[config.mk]
export PLATFORM = sky130hd
export DESIGN_NAME = train_sequencer
export DESIGN_NICKNAME = d
export VERILOG_FILES = /design/src/rtl/train_sequencer_pkg.sv /design/src/rtl/sample_table.sv /design/src/rtl/train_sequencer.sv
export SDC_FILE = /design/constraint.sdc
export NUM_CORES = 1
export LEC_CHECK = 0
export ABC_CLOCK_PERIOD_IN_PS = 13710
export BUFFER_PORTS_ARGS = -buffer_cell sky130_fd_sc_hd__buf_2
export CAP_MARGIN = 40
export CORE_UTILIZATION = 45
export DETAILED_ROUTE_END_ITERATION = 8
export PLACE_DENSITY = 0.68
export SLEW_MARGIN = 20
export SYNTH_ARGS = -nofsm -noshare
export SYNTH_HDL_FRONTEND = slang
export SYNTH_HIERARCHICAL = 1
export SYNTH_SLANG_ARGS = --single-unit
[constraint.sdc]
create_clock -name clk -period 13.71 [get_ports clk]
set_clock_uncertainty 0.15 [all_clocks]
set_input_delay 1.371 -clock clk [delete_from_list [all_inputs] [get_ports clk]]
set_output_delay 1.371 -clock clk [all_outputs]
set_load 0.03 [all_outputs]
[src/rtl/train_sequencer_pkg.sv]
// Shared types, defaults and activation helper for the training sequencer.
package train_sequencer_pkg;

  localparam int ARGW_D   = 8;
  localparam int ARGD_D   = 2;
  localparam int RESW_D   = 16;
  localparam int ERRW_D   = 16;
  localparam int FBKW_D   = 16;
  localparam int FBKD_D   = 2;
  localparam int DEPTH_D  = 4;
  localparam int EPOCHS_D = 25;

  localparam logic [RESW_D-1:0] HIGH_D = 16'h00ff;

  typedef enum logic [2:0] {
    IDLE,
    ARG,
    RES,
    ERR,
    FBK,
    CARG,
    CRES,
    DONE
  } state_t;

  // A result fires when its sign bit is clear (non-negative).
  function automatic logic fires(input logic sign);
    return !sign;
  endfunction

endpackage

[src/rtl/sample_table.sv]
// Sample store: one synchronous write port, one asynchronous read port.
module sample_table #(
  parameter int DEPTH = 4,
  parameter int W     = 32,
  parameter int AW    = 2
) (
  input  logic          clk,
  input  logic          we,
  input  logic [AW-1:0] waddr,
  input  logic [W-1:0]  wdata,
  input  logic [AW-1:0] raddr,
  output logic [W-1:0]  rdata
);

  logic [W-1:0] mem [DEPTH];

  always_ff @(posedge clk) begin
    if (we) mem[waddr] <= wdata;
  end

  assign rdata = mem[raddr];

endmodule

[src/rtl/train_sequencer.sv]
// Drives an associate through EPOCHS training passes over a sample
// table, then a check pass that counts samples still misclassified.
module train_sequencer
  import train_sequencer_pkg::*;
#(
  parameter int ARGW   = ARGW_D,
  parameter int ARGD   = ARGD_D,
  parameter int RESW   = RESW_D,
  parameter int ERRW   = ERRW_D,
  parameter int FBKW   = FBKW_D,
  parameter int FBKD   = FBKD_D,
  parameter int DEPTH  = DEPTH_D,
  parameter int EPOCHS = EPOCHS_D,
  parameter logic [RESW-1:0] HIGH = HIGH_D
) (
  input  logic                         clk,
  input  logic                         rst,
  input  logic [ARGD*ARGW-1:0]         smp_data,
  input  logic [RESW-1:0]              smp_tgt,
  input  logic                         smp_valid,
  output logic                         smp_ready,
  input  logic                         clr,
  input  logic                         start,
  output logic                         busy,
  output logic                         done,
  output logic                         pass,
  output logic [$clog2(DEPTH+1)-1:0]   misses,
  output logic [ARGD*ARGW-1:0]         arg_data,
  output logic                         arg_valid,
  input  logic                         arg_ready,
  input  logic [RESW-1:0]              res_data,
  input  logic                         res_valid,
  output logic                         res_ready,
  output logic [ERRW-1:0]              err_data,
  output logic                         err_valid,
  input  logic                         err_ready,
  input  logic [FBKD*FBKW-1:0]         fbk_data,
  input  logic                         fbk_valid,
  output logic                         fbk_ready,
  output logic                         en
);

  localparam int AW = (DEPTH > 1) ? $clog2(DEPTH) : 1;
  localparam int CW = $clog2(DEPTH + 1);
  localparam int EW = (EPOCHS > 1) ? $clog2(EPOCHS) : 1;
  localparam int SW = ARGD * ARGW;
  localparam int TW = SW + RESW;

  state_t          state, state_nx;
  logic [CW-1:0]   count, count_nx;
  logic [AW-1:0]   idx, idx_nx;
  logic [EW-1:0]   epoch, epoch_nx;
  logic [CW-1:0]   miss, miss_nx;
  logic            en_q, en_nx;
  logic [ERRW-1:0] err_q, err_nx;

  logic [TW-1:0]   rd;
  logic [RESW-1:0] tgt;
  logic [RESW-1:0] act;
  logic [ERRW-1:0] err_calc;
  logic            idle;
  logic            last;
  logic            last_ep;
  logic            wr;
  logic            unused_in;

  assign idle    = (state == IDLE) || (state == DONE);
  assign last    = (CW'(idx) == count - 1'b1);
  assign last_ep = (epoch == EW'(EPOCHS - 1));

  // The start cycle commits the table size, so no load may race it.
  assign smp_ready = rst && idle && !start
                   && (count < CW'(DEPTH));
  assign wr = smp_valid && smp_ready && !clr;

  sample_table #(
    .DEPTH (DEPTH),
    .W     (TW),
    .AW    (AW)
  ) u_table (
    .clk   (clk),
    .we    (wr),
    .waddr (AW'(count)),
    .wdata ({smp_data, smp_tgt}),
    .raddr (idx),
    .rdata (rd)
  );

  assign arg_data = rd[TW-1 -: SW];
  assign tgt      = rd[RESW-1:0];
  assign act      = fires(res_data[RESW-1]) ? HIGH : '0;
  assign err_calc = ERRW'(tgt) - ERRW'(act);

  assign unused_in = ^{res_data[RESW-2:0], fbk_data};

  always_ff @(posedge clk or negedge rst) begin
    if (!rst) begin
      state <= IDLE;
      count <= '0;
      idx   <= '0;
      epoch <= '0;
      miss  <= '0;
      en_q  <= 1'b0;
      err_q <= '0;
    end else begin
      state <= state_nx;
      count <= count_nx;
      idx   <= idx_nx;
      epoch <= epoch_nx;
      miss  <= miss_nx;
      en_q  <= en_nx;
      err_q <= err_nx;
    end
  end

  always_comb begin
    state_nx  = state;
    count_nx  = count;
    idx_nx    = idx;
    epoch_nx  = epoch;
    miss_nx   = miss;
    en_nx     = en_q;
    err_nx    = err_q;
    arg_valid = 1'b0;
    res_ready = 1'b0;
    err_valid = 1'b0;
    fbk_ready = 1'b0;
    unique case (state)
      IDLE, DONE: begin
        if (clr) begin
          count_nx = '0;
        end else if (wr) begin
          count_nx = count + 1'b1;
        end
        if (start) begin
          miss_nx = '0;
          if (clr || count == '0) begin
            state_nx = DONE;
          end else begin
            state_nx = ARG;
            idx_nx   = '0;
            epoch_nx = '0;
            en_nx    = 1'b1;
          end
        end
      end
      ARG: begin
        arg_valid = 1'b1;
        if (arg_ready) state_nx = RES;
      end
      RES: begin
        res_ready = 1'b1;
        if (res_valid) begin
          err_nx   = err_calc;
          state_nx = ERR;
        end
      end
      ERR: begin
        err_valid = 1'b1;
        if (err_ready) state_nx = FBK;
      end
      FBK: begin
        fbk_ready = 1'b1;
        if (fbk_valid) begin
          if (!last) begin
            idx_nx   = idx + 1'b1;
            state_nx = ARG;
          end else if (!last_ep) begin
            idx_nx   = '0;
            epoch_nx = epoch + 1'b1;
            state_nx = ARG;
          end else begin
            idx_nx   = '0;
            en_nx    = 1'b0;
            miss_nx  = '0;
            state_nx = CARG;
          end
        end
      end
      CARG: begin
        arg_valid = 1'b1;
        if (arg_ready) state_nx = CRES;
      end
      CRES: begin
        res_ready = 1'b1;
        if (res_valid) begin
          if (err_calc != '0) miss_nx = miss + 1'b1;
          if (last) begin
            idx_nx   = '0;
            state_nx = DONE;
          end else begin
            idx_nx   = idx + 1'b1;
            state_nx = CARG;
          end
        end
      end
      default: state_nx = IDLE;
    endcase
  end

  assign busy     = !idle;
  assign done     = (state == DONE);
  assign pass     = done && (miss == '0);
  assign misses   = miss;
  assign en       = en_q;
  assign err_data = err_q;

endmodule

# After elaboration in Yosys (flattened, before gate mapping)
# Memory sizes are Yosys's and may differ from the RTL's.
# Index checks and enable logic that the tools add are counted.
op_classes:
  n_reduce_logical: 28
  n_mul: 0
  div: 0
  add_sub_neg: 6
  n_bitwise: 0
  muxes: 46
  n_eq_ne: 21
  n_shift: 0
  magnitude_cmp: 1
op_table:
  columns: ["cell", "count"]
  rows:
  - ["3-bit two-way mux", 18]
  - ["5-bit two-way mux", 5]
  - ["2-bit inequality test, second input constant", 12]
  - ["3-bit case mux with 7 select lines", 1]
  - ["16-bit nonzero test", 1]
  - ["16-bit by 8-bit subtractor with 16-bit output", 1]
  - ["7-bit AND reduction", 2]
  - ["3-bit equality test, second input constant", 4]
  - ["2-bit two-way mux", 6]
  - ["6-bit AND reduction", 2]
  - ["1-bit two-way mux", 11]
  - ["5-bit case mux with 2 select lines", 1]
  - ["3-bit logical NOT", 3]
  - ["3-bit case mux with 3 select lines", 1]
  - ["8-bit two-way mux", 1]
  - ["3-bit by 1-bit adder with 3-bit output, second input constant", 2]
  - ["3-bit by 2-bit equality test with 1-bit output, second input constant", 2]
  - ["1-bit logical AND", 6]
  - ["2-bit case mux with 3 select lines", 1]
  - ["2-bit OR reduction", 3]
  - ["5-bit by 1-bit adder with 5-bit output, second input constant", 1]
  - ["5-bit equality test, second input constant", 1]
  - ["5-bit AND reduction", 1]
  - ["2-bit AND reduction", 2]
  - ["10 further kinds", 14]
totals:
  memories: 1
  rom_bits: 0
  wordCells: 110
  ram_bits: 128
  output_inout_bits: 44
  regBits: 33
  input_bits: 89
  latchBits: 0
memory_table:
  columns: ["memory", "words", "word_bits", "rd", "rd_clocked_by_memory_dff", "wr", "line", "rtl"]
  rows:
  - ["u_table.mem", 4, 32, 1, 0, 1, "sample_table.sv:15", "logic [W-1:0] mem [DEPTH];"]

# Depth between registers and ports, before layout
# Gate-level depths: netlist (run 1).
depth:
  ltp_word: 9
  mapped_depth: 13

# Modules after synthesis
# The synthesis (run 1) kept the hierarchy.
modules_own_cells:
  columns: ["mod", "instances", "cells_each", "area_each_um2", "seq_area_each_um2"]
  rows:
  - ["sample_table", 1, 171, 4689.5, 3843.7]
  - ["train_sequencer", 1, 265, 2321.0, 825.8]

# Worst setup path before layout (run 1)
# OpenSTA, ideal clock, no wires.
synth_path:
  kind: "input-to-reg"
  from: "input port start"
  to: "memory u_table.mem[0][0], enable pin"
  path_buffers: 0
  t_arrival_ns: 5.495
  stages: 4
  path_slack_ns: 7.597
  path_cell_list: "nor4b_1 -> nand2_1 -> nor2_1 -> nor3b_1"
synth_between:
  elab_chain_len: 7
synth_lines:
  columns: ["item", "line", "rtl"]
  rows:
  - ["start: declaration", "train_sequencer.sv:23", "input logic start,"]
  - ["1-bit logical NOT", "train_sequencer.sv:72", "assign smp_ready = rst && idle && !start"]
  - ["1-bit logical AND", "train_sequencer.sv:72", null]
  - ["1-bit logical AND", "train_sequencer.sv:73", "&& (count < CW'(DEPTH));"]
  - ["1-bit logical AND (2 in series)", "train_sequencer.sv:74", "assign wr = smp_valid && smp_ready && !clr;"]
  - ["named net wr", "train_sequencer.sv:64", "logic wr;"]
  - ["1-bit two-way mux", "sample_table.sv:18", "if (we) mem[waddr] <= wdata;"]
  - ["1-bit two-way mux (not written as such)", "sample_table.sv:18", null]
  - ["end: declaration", "sample_table.sv:15", null]
# The timed path passes the listed nets, and every way through them passes these cells.

# Worst setup path after layout (run 1)
layout_path:
  from: "input port rst"
  to: "output port smp_ready"
layout_between:
  elab_chain_len: 3
layout_lines:
  columns: ["item", "line", "rtl"]
  rows:
  - ["start: declaration", "train_sequencer.sv:17", "input logic rst,"]
  - ["1-bit logical AND (2 in series)", "train_sequencer.sv:72", null]
  - ["1-bit logical AND", "train_sequencer.sv:73", null]
  - ["end: declaration", "train_sequencer.sv:21", "output logic smp_ready,"]
# Every way passes these cells.

==> results by group, run 1 <==
Status
  – Result of the run: completed

Timing
  – Least-Margin Pin Slew: 0.717 ns
  – Final period util: 30.2%
  – Final count of pins violating max slew: 0
  – Time the worst path needs with I/O delays and setup: 4.14 ns
  – Setup repair after global routing missed its margin: false
  – Count of endpoints failing setup in the final report: 0
  – Setup TNS: 0 ns
  – Relative slew slack: 52.2%
  – Peak Freq: 242 MHz
  – Number of failing hold endpoints at the final stage: 0

Route
  – Residual antenna-violating net count after detailed routing: 0
  – Average wire per standard cell: 17.5 um
  – Pre-antenna DRT Iters: 4
  – Initial detailed-routing violation count: 165
  – Overall via count from detail_route: 3957
  – Via density per instance: 5.38
  – Wire length reported by the detailed router: 12.8 mm
  – Number of design rule violations left after detail routing: 0

Setup path
  – R2r startpoint: idx[0]
  – Path type of the worst setup path: input port to output pin
  – Levels on crit path: 4
  – Dominant cell type by count on the critical path: sky130_fd_sc_hd__buf_2
  – Register-to-Register Setup Slack: 9.70 ns
  – Largest stage delay, worst path: 0.55 ns
  – Reg2reg end: misses[0]
  – Worst path cell trace: buf_2, buf_12, nor4b_1, buf_2
  – Buf/Inv on CP: 3
  – Worst Path Arrival: 2.62 ns
  – Worst setup EP type: output pin
  – CP Launch Type: input port
  – CP Data Required Time: 12.19 ns
  – Worst setup path startpoint: rst
  – Kind of cell with the highest combined delay on the critical path: buffers and inverters
  – Slowest stage cell on the critical path: sky130_fd_sc_hd__nor4b_1
  – Maximum fanout along the worst path: 31
  – Endpoint of the worst setup timing path: smp_ready
  – Cell depth of the worst flop-to-flop path: 13

CTS
  – Inserted Clock Buffers: 17
  – CTS tree: done
  – Maximum buffer depth of the clock tree: 2
  – Clock tree root driver cell: sky130_fd_sc_hd__clkbuf_16
  – Resized cells post-CTS: 0
  – Clock transition time at the flip-flop clock pins of the worst setup and hold paths: 0.06 ns
  – Post CTS Setup Buffer Count: 0
  – Sink count of the clock tree: 161
  – Clock latency reported for the late side of the worst-skew pair: 0.42 ns
  – Level count of the clock H-tree: 4
  – Total of hold buffers inserted after clock tree synthesis: 0

Synthesis
  – Synthesized netlist cell count: 436
  – Area share of the leading cell type in the synthesized netlist: 54.8%
  – Number of distinct library cells after synthesis: 61
  – Leading cell types by total area after synthesis: sky130_fd_sc_hd__edfxtp_1 (55%), sky130_fd_sc_hd__dfrtp_1 (12%), sky130_fd_sc_hd__mux4_2 (9.6%), sky130_fd_sc_hd__ha_1 (2.7%), sky130_fd_sc_hd__o21ai_0 (1.6%)
  – Flop and latch count out of synthesis: 161
  – Primary flip-flop cell chosen by synthesis mapping: sky130_fd_sc_hd__edfxtp_1
  – List of most frequent post-synthesis cells: sky130_fd_sc_hd__edfxtp_1 (128), sky130_fd_sc_hd__dfrtp_1 (33), sky130_fd_sc_hd__mux4_2 (30)
  – Count of yosys warnings during synthesis: 6
  – Syn avg cell area: 16.1 um^2
  – Post-Synthesis Cell Area: 0.00701 mm^2
  – Async set-or-reset flop fraction in the synthesized netlist: 20.5%
  – Number of nets produced by synthesis: 541
  – Sequential share of the synthesized area: 66.6%
  – Post-synthesis cell type with the largest combined area: sky130_fd_sc_hd__edfxtp_1
  – Most frequent cell after synthesis: sky130_fd_sc_hd__edfxtp_1
  – EDFF count, synth: 128

Final layout
  – Fin util: 54.3%
  – Final net count: 638
  – Area growth from synthesis to final layout: 17.8%
  – Ratio of cells with drive above 1 in the final layout: 32.6%

Global routing
  – Pin count of the biggest net entering global routing: 37
  – Number of antenna violations at the first check in global routing: 1
  – Wire length of the first global-routing pass: 20.8 mm
  – Vias in the first global route: 4030
  – Total GRT Usage: 17.0%
  – Total overflow reported by the global router: 0

Power and ir drop
  – Reported leakage power: 0.00306 uW
  – PwrDens: 201 mW/mm^2
  – Tot Pwr: 1660 uW
  – Worst-case vdd ir drop: 0.000153 V

Placement
  – RePlAce Congestion: 0.825
  – Final HPWL DP: 8.41 mm
  – Port-buffer cells: 85

Floorplan
  – Starting density of the core: 46.1%
  – Io pins: 133
  – Floorplan die area: 0.0161 mm^2
  – Die span in y: 127 um
  – DIE WIDTH: 127 um
  – Number of standard-cell rows in the floorplan: 45
  – Core Box Area: 0.0152 mm^2

Job
  – Reported max-cap violation count: 0

Hold path
  – Number of cells on the worst hold path: 2
  – Worst min-delay path category: flop to flop
-- sequential cells by signal (all words and copies together) (netlist names) --
register / count
count: 3
en: 1
epoch: 5
err_data: 16
idx: 2
misses: 3
state: 3
u_table/mem: 128
-- worst min-delay path by stage --
stage	startpoint	end	slack, ns
2_1_floorplan	epoch[2]	epoch[2]	0.32
3_3_place_gp	err_data[9]	err_data[9]	0.31
3_5_place_dp	err_data[8]	err_data[8]	0.32
4_1_cts	err_data[8]	err_data[8]	0.33
5_1_grt	err_data[8]	err_data[8]	0.34
6_report	err_data[8]	err_data[8]	0.33
-- where the power goes --
group,leakage [uW],total [uW],internal (uW),switching (uW)
clock,0.000275,446,241,205
sequential,0.00157,605,567,38.3
combinational,0.00122,609,240,368
total,0.00306,1660,1050,611
-- cells in the final DEF, fill, tap and decap left out, types with 4 or more instances in the layout --
master / netlist / layout
sky130_fd_sc_hd__clkbuf_16: 0 / 17
sky130_fd_sc_hd__nor3_1: 9 / 9
sky130_fd_sc_hd__o21a_1: 6 / 6
sky130_fd_sc_hd__nor2b_1: 6 / 6
sky130_fd_sc_hd__inv_8: 0 / 4
sky130_fd_sc_hd__xnor2_1: 5 / 5
sky130_fd_sc_hd__buf_2: 3 / 85
sky130_fd_sc_hd__o31ai_1: 4 / 4
sky130_fd_sc_hd__nor2_1: 18 / 18
sky130_fd_sc_hd__buf_12: 3 / 4
sky130_fd_sc_hd__xor2_1: 8 / 8
sky130_fd_sc_hd__mux4_2: 30 / 30
sky130_fd_sc_hd__edfxtp_1: 128 / 128
sky130_fd_sc_hd__o21ai_0: 23 / 23
sky130_fd_sc_hd__inv_1: 16 / 16
sky130_fd_sc_hd__ha_1: 15 / 15
sky130_fd_sc_hd__nand2_1: 29 / 29
sky130_fd_sc_hd__mux2_2: 5 / 5
sky130_fd_sc_hd__dfrtp_1: 33 / 32
sky130_fd_sc_hd__clkinv_4: 0 / 4
sky130_fd_sc_hd__nand3_1: 7 / 7
sky130_fd_sc_hd__o211ai_1: 5 / 5
sky130_fd_sc_hd__nand3b_1: 4 / 4
sky130_fd_sc_hd__a21oi_1: 11 / 11
-- tightest hold or removal path, stage by stage (launching register included) --
cell,delay [ns]
sky130_fd_sc_hd__dfrtp_1,0.34
sky130_fd_sc_hd__nand2_1,0.04
sky130_fd_sc_hd__o21ai_0,0.06
-- logic make-up after synthesis --
family / count (synthesis) / synth area share (%)
fa+ha+maj: 16 / 2.96
mux: 40 / 11.7
compound gates: 73 / 6.84
xor+xnor: 13 / 1.62
buf+inv: 32 / 2.57
flops: 161 / 66.6
simple gates: 101 / 7.71
-- final cells by class --
class	count	area, um^2
Tap cell	188	235
Multi-Input combinational cell	243	2170
Fill cell	1257	6940
Timing Repair Buffer	93	543
Sequential cell	161	4670
Antenna cell	1	2.50
Clock inverter	15	149
Clock buffer	17	425
Inverter	17	63.8
-- stage by stage --
| stage | instances | setup WS (ns) | hold slack, ns | area (um^2) |
|---|---|---|---|---|
| after detailed placement | 701 | 9.25 | 0.319 | 7660 |
| after CTS | 733 | 9.24 | 0.334 | 8240 |
| after global routing | 734 | 9.34 | 0.340 | 8260 |
| after global placement | 697 | 9.28 | 0.309 | 7590 |
| after floorplan | 436 | 7.60 | 0.321 | 7010 |
| final | 735 | 9.57 | 0.328 | 8260 |
-- layer usage --
| layer | vias up | part of all wire (%) | routed length (um) | GRT usage, % |
|---|---|---|---|---|
| met5 | - | 0.10 | 13 | 0 |
| met4 | 2 | 0.55 | 71 | 3.71 |
| met3 | 8 | 4.7 | 602 | 5.15 |
| met2 | 86 | 48 | 6180 | 27.4 |
| met1 | 1969 | 46 | 5960 | 23.0 |
| li1 | 1892 | - | - | - |
Note: power is estimated with default switching activity, not from simulation.
==> run 2, diff against run 1 <==
- ABC_AREA: unset -> 1
- ABC_CLOCK_PERIOD_IN_PS: 13710 -> 3570
- PLACE_DENSITY: 0.68 -> 0.7
- clock period: 13.71 -> 3.57 ns (I/O delays scaled with it)
==> run 2 against run 1 <==
  * Synthesized cell count increased by 100%
  * Global-route usage increased by 2.7 points
  * Critical path depth grew 15
  * Utilization is 0.97 points higher
  * Largest power group unchanged
==> results by group, run 2 <==
Status
  – Result of the run: completed

Synthesis
  – Leading cell types by total area after synthesis: sky130_fd_sc_hd__edfxtp_1 (48%), sky130_fd_sc_hd__nand2_1 (12%), sky130_fd_sc_hd__dfrtp_1 (10%), sky130_fd_sc_hd__inv_1 (8.4%), sky130_fd_sc_hd__nand3_1 (5.6%)
  – Number of distinct library cells after synthesis: 40 (-34%)
  – Area share of the leading cell type in the synthesized netlist: 47.9% (-6.9 points)
  – Count of yosys warnings during synthesis: 6 (unchanged)
  – Post-synthesis cell type with the largest combined area: sky130_fd_sc_hd__edfxtp_1
  – Post-Synthesis Cell Area: 0.00802 mm^2 (+14%)
  – List of most frequent post-synthesis cells: sky130_fd_sc_hd__nand2_1 (267), sky130_fd_sc_hd__inv_1 (180), sky130_fd_sc_hd__edfxtp_1 (128)
  – Flop and latch count out of synthesis: 161 (unchanged)
  – Syn avg cell area: 9.16 um^2 (-43%)
  – Number of nets produced by synthesis: 981 (+81%)
  – Sequential share of the synthesized area: 58.2% (-8.4 points)
  – Synthesized netlist cell count: 876 (+100%)
  – Async set-or-reset flop fraction in the synthesized netlist: 20.5% (unchanged)
  – Most frequent cell after synthesis: sky130_fd_sc_hd__nand2_1
  – EDFF count, synth: 128 (unchanged)
  – Primary flip-flop cell chosen by synthesis mapping: sky130_fd_sc_hd__edfxtp_1

Floorplan
  – DIE WIDTH: 136 um (+6.9%)
  – Core Box Area: 0.0174 mm^2 (+14%)
  – Floorplan die area: 0.0184 mm^2 (+14%)
  – Starting density of the core: 46.2% (+0.11 points)
  – Io pins: 133 (unchanged)
  – Number of standard-cell rows in the floorplan: 48 (+6.7%)
  – Die span in y: 136 um (+6.9%)

Timing
  – Number of failing hold endpoints at the final stage: 0 (unchanged)
  – Smallest setup slack after layout: 0.414 ns (-9.16 ns)
  – Final period util: 88.4%
  – Setup TNS: 0 ns (unchanged)
  – Time the worst path needs with I/O delays and setup: 3.16 ns
  – Relative slew slack: 64.7% (+12 points)
  – Least-Margin Pin Slew: 0.529 ns (-0.188 ns)
  – Final count of pins violating max slew: 0 (unchanged)
  – Count of endpoints failing setup in the final report: 0 (unchanged)
  – Peak Freq: 317 MHz
  – Setup repair after global routing missed its margin: false

Final layout
  – Largest register by flop count: u_table/mem
  – Largest register FFs: 128 (unchanged)
  – Area growth from synthesis to final layout: 19.6%
  – Most common cell after layout, fill and taps aside: sky130_fd_sc_hd__nand2_1
  – Number of standard cells in the final layout excluding fillers: 1242 (+69%)
  – Final non-filler cell area: 0.00960 mm^2 (+16%)
  – Final net count: 1108 (+74%)
  – Number of filler cells placed in the layout: 1447 (+15%)
  – Commonest non-fill, non-tap cells in the layout: sky130_fd_sc_hd__nand2_1 (267), sky130_fd_sc_hd__inv_1 (180), sky130_fd_sc_hd__edfxtp_1 (128)
  – Ratio of cells with drive above 1 in the final layout: 16.4% (-16 points)

CTS
  – Resized cells post-CTS: 0 (unchanged)
  – Inserted Clock Buffers: 17 (unchanged)
  – Maximum buffer depth of the clock tree: 2 (unchanged)
  – Clock transition time at the flip-flop clock pins of the worst setup and hold paths: 0.06 ns (about the same)
  – Clock latency reported for the late side of the worst-skew pair: 0.42 ns (about the same)
  – Clock tree root driver cell: sky130_fd_sc_hd__clkbuf_16
  – Level count of the clock H-tree: 4 (unchanged)
  – Sink count of the clock tree: 161 (unchanged)
  – CTS tree: done

Global routing
  – Total overflow reported by the global router: 0 (unchanged)
  – Vias in the first global route: 5541 (+37%)
  – Pin count of the biggest net entering global routing: 69 (+86%)
  – Number of antenna violations at the first check in global routing: 1 (unchanged)
  – Wire length of the first global-routing pass: 27.3 mm (+31%)
  – Total GRT Usage: 19.8% (+2.7 points)

Setup path
  – Worst setup EP type: flop
  – Register-to-Register Setup Slack: 0.41 ns (-9.29 ns)
  – Path type of the worst setup path: flop to flop
  – Worst Path Arrival: 3.36 ns (+0.74 ns)
  – CP Data Required Time: 3.78 ns (-8.41 ns)
  – Maximum fanout along the worst path: 11 (-65%)
  – CP Launch Type: flop

Placement
  – RePlAce Congestion: 0.908 (+10%)
  – # placed instances: 1179 (+68%)
  – Final HPWL DP: 11.3 mm (+34%)
  – Port-buffer cells: 85 (unchanged)
  – Worst setup timing slack at the placement stage: 0.476 ns (-8.77 ns)
  – Post-detailed-placement cell area: 0.00871 mm^2 (+14%)

Route
  – Residual antenna-violating net count after detailed routing: 0 (unchanged)
  – Overall via count from detail_route: 5891 (+49%)
  – Wire length reported by the detailed router: 17.0 mm (+32%)
  – Average wire per standard cell: 13.7 um (-22%)
  – Via density per instance: 4.74 (-12%)
  – Number of design rule violations left after detail routing: 0 (unchanged)
  – Initial detailed-routing violation count: 305 (+85%)
  – Pre-antenna DRT Iters: 5 (+1)

Job
  – Reported max-cap violation count: 0 (unchanged)

Hold path
  – Worst min-delay path category: input port to flop

Power and ir drop
  – Worst-case vdd ir drop: 0.000505 V (+230%)
  – Reported leakage power: 0.00457 uW (+49%)
  – PwrDens: 731 mW/mm^2 (+260%)
[run 2: cell types whose count changed after synthesis, sizes merged, moves of 5 or more]
cell / change
nand2: +244
inv: +173
mux4: -32
mux2: -6
nor2: +31
buf: +17
o211ai: -5
nor2b: -6
clkbuf: -8
o21a: -7
o21ai: -7
nand3: +84
a31oi: +8
[run 2: area by class of cell]
| cell class | count | area [um^2] | share of cell area, % |
|---|---|---|---|
| Multi-Input combinational cell | 501 | 2480 | 25.8 |
| Clock buffer | 22 | 444 | 4.63 |
| Sequential cell | 161 | 4670 | 48.7 |
| Tap cell | 225 | 282 | 2.93 |
| Clock inverter | 10 | 136 | 1.42 |
| Timing Repair Buffer | 132 | 866 | 9.02 |
| Antenna cell | 1 | 2.50 | 0.0261 |
| Inverter | 190 | 718 | 7.48 |
[run 2: cell families after synthesis]
logic type	count (synthesis)	share of synthesized area [%]
adder cells (fa/ha/maj)	16	2.59
XOR/XNOR	7	0.764
buffers and inverters	214	11.2
AND/OR/NAND/NOR	438	24.1
flip-flops	161	58.2
AO/OA/AOI/OAI	40	3.17
[run 2: repair_timing]
item,in CTS,in global routing
endpoints found under the hold margin,146,0
setup buffers,0,0
hold buffers,30,0
endpoints found under the setup margin,0,0
[run 2: worst paths after layout]
check / from / endpoint / cells past startpoint
worst max-delay path: idx[1] / misses[0] / 19
worst min-delay path: smp_data[0] / u_table/mem[0][16] / 1
worst max register to register: idx[1] / misses[0] / 19
worst min register to register: en / en / 2
max in group asynchronous: rst / idx[0] / 3
min in group asynchronous: rst / en / 3
[run 2: routing by layer]
metal / track usage, % / up-vias / share of wire [%]
met5: 0 / - / 0
met4: 7.05 / 0 / 1.5
met3: 5.13 / 16 / 6.2
met2: 32.7 / 157 / 49
met1: 25.0 / 2702 / 43
li1: - / 3016 / -
[run 2: where the power goes]
part           switching (uW)  internal, uW
sequential                133          2190
combinational            2020           888
clock                     692          1100
total                    2850          4170
[run 2: worst max-delay path, cell delays in order (launching register included)]
cell and delay, ns:
sky130_fd_sc_hd__dfrtp_1 0.37, sky130_fd_sc_hd__inv_1 0.39, sky130_fd_sc_hd__nand3_1 0.14, sky130_fd_sc_hd__nand2_1 0.08, sky130_fd_sc_hd__inv_1 0.06, sky130_fd_sc_hd__ha_1 0.21, sky130_fd_sc_hd__fa_1 0.41, sky130_fd_sc_hd__inv_1 0.11
sky130_fd_sc_hd__nand2_1 0.07, sky130_fd_sc_hd__nand2_1 0.10, sky130_fd_sc_hd__nand4_1 0.17, sky130_fd_sc_hd__nand3_1 0.16, sky130_fd_sc_hd__nand2_1 0.07, sky130_fd_sc_hd__nor2_1 0.09, sky130_fd_sc_hd__nand2_1 0.07, sky130_fd_sc_hd__nor2_2 0.10
sky130_fd_sc_hd__nand3_2 0.12, sky130_fd_sc_hd__nand2_2 0.11, sky130_fd_sc_hd__nand2_1 0.05, sky130_fd_sc_hd__nand2_1 0.06
[run 2: per-stage QoR]
step	total power, uW	util (%)	hold slack [ns]
floorplan	4550	-	-0.0886
global placement	5200	50.2	0.312
detailed placement	5250	50.2	0.316
CTS	7060	55.3	0.000746
global route	7500	55.3	0.00134
finish	7020	55.3	0.00875
==> run 3, diff against run 2 <==
- CORE_MARGIN: unset -> 1.5
==> run 3 against run 2 <==
  * Wire length down 3.5%
  * Fmax up 0.69%
  * Sequential cell count unchanged
  * Critical path depth down 1
  * Total power down 1.7%
  * Worst hold slack better by 0.0027 ns
  * Global-route usage down 0.77 points
  * Combinational power about the same
  * Sequential share of layout area up 0.40 points
  * Critical endpoint unchanged
  * Sequential power about the same
  * First-iteration DRC count up 11%
  * Register-to-register slack better by 0.02 ns
==> results by group, run 3 (synthesized netlist as in run 2, its figures left out) <==
Status
  – Result of the run: completed

Timing
  – Least-Margin Pin Slew: 0.632 ns (+0.102 ns)
  – Peak Freq: 319 MHz (+0.69%)
  – Relative slew slack: 57.8% (-6.8 points)
  – Time the worst path needs with I/O delays and setup: 3.13 ns (-0.0217 ns)
  – Smallest setup slack after layout: 0.436 ns (+0.0217 ns)
  – Setup repair after global routing missed its margin: false
  – Count of endpoints failing setup in the final report: 0 (unchanged)
  – Number of failing hold endpoints at the final stage: 0 (unchanged)
  – Final count of pins violating max slew: 0 (unchanged)
  – Setup TNS: 0 ns (unchanged)
  – Final period util: 87.8% (-0.61 points)

Route
  – Pre-antenna DRT Iters: 6 (+1)
  – Initial detailed-routing violation count: 339 (+11%)
  – Overall via count from detail_route: 5836 (-0.93%)
  – Via density per instance: 4.74 (about the same)
  – Wire length reported by the detailed router: 16.4 mm (-3.5%)
  – Average wire per standard cell: 13.3 um (-2.7%)
  – Residual antenna-violating net count after detailed routing: 0 (unchanged)
  – Number of design rule violations left after detail routing: 0 (unchanged)

Placement
  – Port-buffer cells: 85 (unchanged)
  – Worst setup timing slack at the placement stage: 0.466 ns (-0.0108 ns)
  – RePlAce Congestion: 0.885 (-2.5%)
  – # placed instances: 1176 (-0.25%)
  – Final HPWL DP: 10.8 mm (-3.9%)

Floorplan
  – Core Box Area: 0.0174 mm^2 (unchanged)
  – Io pins: 133 (unchanged)
  – Die span in y: 137 um (+0.74%)
  – DIE WIDTH: 137 um (+0.74%)
  – Number of standard-cell rows in the floorplan: 48 (unchanged)
  – Starting density of the core: 46.2% (unchanged)
  – Floorplan die area: 0.0186 mm^2 (+1.5%)

Power and ir drop
  – PwrDens: 725 mW/mm^2 (-0.86%)
  – Worst-case vdd ir drop: 0.000483 V (-4.4%)
  – Reported leakage power: 0.00452 uW (-0.99%)

Final layout
  – Commonest non-fill, non-tap cells in the layout: sky130_fd_sc_hd__nand2_1 (267), sky130_fd_sc_hd__inv_1 (180), sky130_fd_sc_hd__edfxtp_1 (128)
  – Area growth from synthesis to final layout: 18.7%
  – Antenna Diode Count: 0 (-1)
  – Most common cell after layout, fill and taps aside: sky130_fd_sc_hd__nand2_1
  – Ratio of cells with drive above 1 in the final layout: 16.4% (-0.035 points)
  – Final net count: 1100 (-0.72%)
  – Number of filler cells placed in the layout: 1502 (+3.8%)
  – Largest register by flop count: u_table/mem
  – Number of standard cells in the final layout excluding fillers: 1231 (-0.89%)
  – Largest register FFs: 128 (unchanged)

Setup path
  – Worst Path Arrival: 3.34 ns (-0.02 ns)
  – Worst setup EP type: flop
  – CP Launch Type: flop
  – Path type of the worst setup path: flop to flop
  – CP Data Required Time: 3.78 ns (about the same)
  – Maximum fanout along the worst path: 35 (+24)

CTS
  – Clock tree root driver cell: sky130_fd_sc_hd__clkbuf_16
  – Inserted Clock Buffers: 17 (unchanged)
  – Level count of the clock H-tree: 4 (unchanged)
  – Post CTS Setup Buffer Count: 0 (unchanged)
  – Maximum buffer depth of the clock tree: 2 (unchanged)
  – Clock transition time at the flip-flop clock pins of the worst setup and hold paths: 0.06 ns (about the same)
  – Resized cells post-CTS: 0 (unchanged)
  – Sink count of the clock tree: 161 (unchanged)
  – CTS tree: done
  – Clock latency reported for the late side of the worst-skew pair: 0.42 ns (about the same)
  – Total of hold buffers inserted after clock tree synthesis: 25 (-17%)

Global routing
  – Vias in the first global route: 5539 (-0.036%)
  – Number of antenna violations at the first check in global routing: 1 (unchanged)
  – Total GRT Usage: 19.0% (-0.77 points)
  – Total overflow reported by the global router: 0 (unchanged)
  – Wire length of the first global-routing pass: 26.9 mm (-1.5%)
  – Pin count of the biggest net entering global routing: 69 (unchanged)

Job
  – Reported max-cap violation count: 0 (unchanged)

Hold path
  – Worst min-delay path category: input port to flop
## run 3: cell count changes in the layout (fill, tap and decap cells not counted)
cell                            change
sky130_fd_sc_hd__bufinv_16          -1
sky130_fd_sc_hd__clkinv_2           +1
sky130_fd_sc_hd__clkbuf_1           -2
sky130_fd_sc_hd__clkinv_1           -1
sky130_fd_sc_hd__clkinvlp_4         +1
sky130_fd_sc_hd__buf_4              -5
sky130_fd_sc_hd__buf_12             +2
sky130_fd_sc_hd__dlygate4sd3_1      -5
sky130_fd_sc_hd__diode_2            -1
## run 3: per-layer routing
metal / routed length [um] / share of wire (%) / global-route usage [%] / vias up
li1: - / - / - / 2998
met1: 7150 / 44 / 24.6 / 2667
met2: 7990 / 49 / 30.9 / 149
met3: 1010 / 6.2 / 4.78 / 20
met4: 231 / 1.4 / 6.91 / 2
met5: 16 / 0.098 / 0 / -
## run 3: worst paths after layout
kind	from	slack [ns]	cells past startpoint	endpoint
hold reg to reg	en	0.33	2	en
setup / recovery	idx[0]	0.44	18	misses[0]
min in group asynchronous	rst	0.39	3	state[1]
max in group asynchronous	rst	2.55	3	idx[0]
hold / removal	smp_data[7]	0.01	1	u_table/mem[0][23]
setup reg to reg	idx[0]	0.44	18	misses[0]
## run 3: area by class of cell
type | instances | area (um^2) | share of cell area, %
multi-input combinational | 501 | 2480 | 26.0
clock buffer | 20 | 437 | 4.59
inverter | 190 | 718 | 7.54
sequential | 161 | 4670 | 49.1
tap | 225 | 282 | 2.96
timing repair buffer | 124 | 818 | 8.60
clock inverter | 10 | 115 | 1.21
## run 3: worst max-delay path, cell delays in order, from the launching register on
cell and delay [ns]:
sky130_fd_sc_hd__dfrtp_2 0.43, sky130_fd_sc_hd__inv_2 0.47, sky130_fd_sc_hd__nand2_1 0.10, sky130_fd_sc_hd__nand3_1 0.11
sky130_fd_sc_hd__nand2_1 0.07, sky130_fd_sc_hd__ha_1 0.34, sky130_fd_sc_hd__nand2_1 0.09, sky130_fd_sc_hd__nand2_1 0.07
sky130_fd_sc_hd__a21boi_0 0.31, sky130_fd_sc_hd__nand2_1 0.09, sky130_fd_sc_hd__nor2_1 0.13, sky130_fd_sc_hd__nand2_1 0.07
sky130_fd_sc_hd__nand2_1 0.09, sky130_fd_sc_hd__nand2_1 0.06, sky130_fd_sc_hd__nor2_1 0.12, sky130_fd_sc_hd__nand3_2 0.14
sky130_fd_sc_hd__nand2_2 0.11, sky130_fd_sc_hd__nand2_1 0.05, sky130_fd_sc_hd__nand2_1 0.05
## run 3: report_power, final
| part | total (uW) | switching, uW | internal, uW |
|---|---|---|---|
| logic | 2890 | 2010 | 878 |
| registers | 2310 | 127 | 2190 |
| clock network | 1700 | 681 | 1020 |
## run 3: metrics by stage
step	total power, uW	area (um^2)	util (%)	hold slack, ns
2_1_floorplan	4550	8020	-	-0.0886
4_1_cts	6940	9520	54.8	0.00111
6_report	6900	9520	54.8	0.0114
3_5_place_dp	5220	8720	50.2	0.308
5_1_grt	7380	9520	54.8	0.000198
3_3_place_gp	5170	8720	50.2	0.307
